`src/rtl/seq_detector.sv`:
```
// Serial pattern detector: a KMP automaton built from PATTERN at elaboration,
// with a registered Moore match flag and a saturating match counter.
module seq_detector #(
  parameter int PAT_W   = 4,
  parameter     PATTERN = 4'b1011,
  parameter bit OVERLAP = 1'b1,
  parameter int CNT_W   = 8,
  localparam int SW     = $clog2(PAT_W + 1)
) (
  input  logic             clock,
  input  logic             reset,
  input  logic             enable,
  input  logic             x_in,
  input  logic             clear,
  output logic [SW-1:0]    state_out,
  output logic             match,
  output logic [CNT_W-1:0] match_count,
  output logic             overflow
);

  if (PAT_W < 1 || PAT_W > 16) begin : g_bad_width
    $error("seq_detector: PAT_W must be in 1..16");
  end
  if ((PATTERN >> PAT_W) != 0) begin : g_bad_pattern
    $error("seq_detector: PATTERN is wider than PAT_W bits");
  end
  if (CNT_W < 1) begin : g_bad_cnt
    $error("seq_detector: CNT_W must be at least 1");
  end

  localparam logic [PAT_W-1:0] PAT      = PAT_W'(PATTERN);
  localparam logic [SW-1:0]    FULL     = SW'(PAT_W);
  localparam logic [CNT_W-1:0] CNT_MAX  = {CNT_W{1'b1}};
  localparam int               ENTRIES  = 2 ** (SW + 1);

  // Next state from prefix length k after bit b: the longest suffix of
  // (pattern[0..k-1], b) that is also a pattern prefix. States past PAT_W
  // are unreachable and map to S0.
  function automatic logic [SW-1:0] kmp_next(input int k, input logic b);
    logic [PAT_W:0] s;
    logic           ok;
    int             best;
    s    = '0;
    best = 0;
    if (k > PAT_W) return '0;
    if (k == PAT_W && !OVERLAP) return (b == PAT[PAT_W-1]) ? SW'(1) : '0;
    for (int i = 0; i < PAT_W; i++) begin
      if (i < k) s[i] = PAT[PAT_W-1-i];
    end
    s[k] = b;
    for (int l = 1; l <= PAT_W; l++) begin
      if (l <= k + 1) begin
        ok = 1'b1;
        for (int j = 0; j < l; j++) begin
          if (s[k+1-l+j] != PAT[PAT_W-1-j]) ok = 1'b0;
        end
        if (ok) best = l;
      end
    end
    return SW'(best);
  endfunction

  // Transition table indexed by {state, x_in}.
  logic [SW-1:0] next_tab [ENTRIES];
  for (genvar e = 0; e < ENTRIES; e++) begin : g_tab
    assign next_tab[e] = kmp_next(e / 2, 1'(e % 2));
  end

  logic [SW-1:0] state;
  logic [SW-1:0] next_state;

  assign next_state = next_tab[{state, x_in}];
  assign state_out  = state;

  // enable qualifies x_in for one edge; there is no back-pressure.
  always_ff @(posedge clock or negedge reset) begin
    if (!reset) begin
      state       <= '0;
      match       <= 1'b0;
      match_count <= '0;
      overflow    <= 1'b0;
    end else begin
      if (enable) begin
        state <= next_state;
        match <= (next_state == FULL);
      end
      if (clear) begin
        match_count <= '0;
        overflow    <= 1'b0;
      end else if (enable && next_state == FULL) begin
        if (match_count == CNT_MAX) overflow <= 1'b1;
        else match_count <= match_count + 1'b1;
      end
    end
  end

endmodule

```
`config.mk`:
```
export PLATFORM = sky130hd
export DESIGN_NAME = seq_detector
export DESIGN_NICKNAME = d
export VERILOG_FILES = /design/src/rtl/seq_detector.sv
export SDC_FILE = /design/constraint.sdc
export NUM_CORES = 1
export LEC_CHECK = 0
export BUFFER_PORTS_ARGS = -buffer_cell sky130_fd_sc_hd__buf_2
export CAP_MARGIN = 40
export CORE_MARGIN = 1.5
export CORE_UTILIZATION = 52
export DETAILED_ROUTE_END_ITERATION = 10
export GPL_ROUTABILITY_DRIVEN = 0
export PLACE_DENSITY = 0.83
export SYNTH_ARGS = -nofsm -noshare
export SYNTH_HDL_FRONTEND = slang
export SYNTH_SLANG_ARGS = --single-unit
```
`constraint.sdc`:
```
create_clock -name clock -period 3.8 [get_ports clock]
set_input_delay 0.19 -clock clock [delete_from_list [all_inputs] [get_ports clock]]
set_output_delay 0.19 -clock clock [all_outputs]
set_load 0.005 [all_outputs]
```
==> out/results.ini <==
[status]
run_status=complete, no violations

[finish]
syn2layout_area_growth_pct=15.80
regArea_um2=325.3
final.fill_count=105
nets=105
layout-drive-gt1-share_pct=23.40
diodes=0
fin_area_um2=862.1
multi_input_area_um2=377.9

[yosys]
ys_seq_elements=13
netlist_instances=77
yosysMostFrequentCell=dfrtp_1
synth_edf_count=0
ys_types=28
netlist_area_um2=744.5
ys.warnings.count=0
synth_common_cells=dfrtp_1, a21oi_1, ha_1, inv_1, or4_1
synth_area_leaders=dfrtp_1, ha_1, a21oi_1
synth_top_cell_area_share_pct=43.70
ys_seq_area_share_pct=43.70
synth_nets=87
async_reset_ff_share_pct=100.0
yosys.area.top_type=dfrtp_1
yosys_most_used_dff=dfrtp_1
syn_avg_cell_area_um2=9.668

[drt]
drt_iter0_markers=18
drc=0
wl_per_cell_um=12.72
vias=627
dr.pass1.iters=4
vias_per_cell=5.752
drt-total-wl_um=1387
postRouteAntennaNets=0

[place]
portBuffers=17
dp_hpwl_um=1011
placed_cell_area_um2=825.8

[cts]
cts_max_level=1
clk_latency_ns=0.27
cts_made_buffers=3
cts_resized=0
cts-root-buf=clkbuf_4
clockBufferDepth=2
cts.sinks=13
cts_tree=yes
clk_pin_slew_ns=0.08

[sta]
fin_skew_ns=0.001561
setup_tns_ns=0
fmax_ghz=0.4232
setup_viol=0
whs_ns=0.1961
hold_violations=0
worst_pin_slew_ns=0.3917
drv_slew=0
relSlewSlack_pct=73.65
finalCritPeriodShare_pct=62.19
period_minus_slack_ns=2.363
rsz0062_at_grt=no

[setup_path]
critPathMaxFanout=15
critPathLaunchType=register
path_cells=inv_1, ha_1, or4_1, nor4b_1, mux2_2
crit_path_end_kind=register
cp.required_ns=3.96
critical_path_class=reg2reg
arrival_ns=2.52
r2r_setup_slack_ns=1.44
max_stage_delay_ns=0.72
cpMaxStageDelayCell=or4_1

[die]
fp.dieW_um=40.84
ioPinCount=18
core_um2=1318
num_rows=13
die_area_um2=1668
start_util_pct=56.51
die_h_um=40.84

[pwr]
leakagePower_nw=0.4091
power.density_nw_per_um2=375.9
ir_drop_mv=0.3299

[grt]
grtUsageTotal_pct=20.77
grt_pass1_wl_um=2228
first_global_vias=504
grt_antenna_before_repair=0
grt-ovfl-total=0
grt_max_degree=16

[worst_hold_path]
min_path_type=in2reg

[flow_run]
maxCapViolations=0

## what timing repair did
item	in CTS	in global routing
hold buffers	1	0
buffers inserted	0	0
hold endpoints to repair	13	0
## layout make-up
type	instances	share of cell area, %
Timing Repair Buffer	18	11.03
Multi-Input combinational cell	54	43.83
Tap cell	15	2.177
Inverter	5	2.177
Clock buffer	4	3.048
Sequential cell	13	37.74
## cell usage in the layout (no fill, tap or decap), types with 2 or more instances in the layout
| cell type | count |
|---|---|
| buf_2 | 17 |
| o31ai_1 | 4 |
| ha_1 | 5 |
| a21oi_1 | 10 |
| or4_1 | 5 |
| nand2_1 | 2 |
| or3_1 | 2 |
| nand3_1 | 3 |
| o21ai_0 | 3 |
| and4_1 | 3 |
| nor2_1 | 4 |
| dfrtp_1 | 13 |
| clkbuf_4 | 3 |
| inv_1 | 5 |
## worst paths after layout
path	startpoint	end	depth (start not counted)
max in group asynchronous	reset	match_count[6]	2
setup reg to reg	state_out[0]	match_count[7]	5
min in group asynchronous	reset	match	2
hold / removal	enable	state_out[0]	2
hold reg to reg	overflow	overflow	2
setup / recovery	state_out[0]	match_count[7]	5
## stage by stage
stage	cells	power (mW)	setup WS, ns	utilization (%)
final	109	0.3240	1.437	65.43
after floorplan	77	0.2162	1.639	-
after global routing	109	0.3487	1.262	65.43
after global placement	104	0.2393	1.469	62.68
after CTS	109	0.3301	1.413	65.43
after detailed placement	104	0.2423	1.425	62.68
## flip-flops by register name (all words and copies together), names as in the netlist
name	flops
match_count	8
state_out	3
match	1
overflow	1
## cell families after synthesis
group	Yosys count	synth area share (%)
DFF	13	43.70
muxes	2	2.857
xor gates and xnor gates	1	1.177
buffers and inverters	10	5.545
and+or+nand+nor	26	22.19
adders and majority gates	5	8.403
AOI/OAI and AO/OA	20	16.14
## power by group
part / internal, mW / switching (mW) / total (mW)
Sequential: 0.150 / 0.0197 / 0.170
Combinational: 0.0331 / 0.0371 / 0.0702
Clock: 0.0406 / 0.0430 / 0.0837
## worst max-delay path: cells and delay by family, from the launching register on
family                   cells  cell delay (ns)
adder cells (fa/ha/maj)      1             0.31
buffers and inverters        1             0.08
flip-flops                   1             0.40
multiplexers                 1             0.37
AND/OR/NAND/NOR              2             1.10
## metal layers
| metal | vias up | global-route usage (%) | wire [um] |
|---|---|---|---|
| met2 | 17 | 26.17 | 608 |
| met4 | 0 | 12.50 | 15 |
| met3 | 2 | 3.261 | 68 |
| met1 | 284 | 31.99 | 695 |
| li1 | 324 | - | - |
| met5 | - | 0 | 0 |
Power figures use the tool's default switching activity.
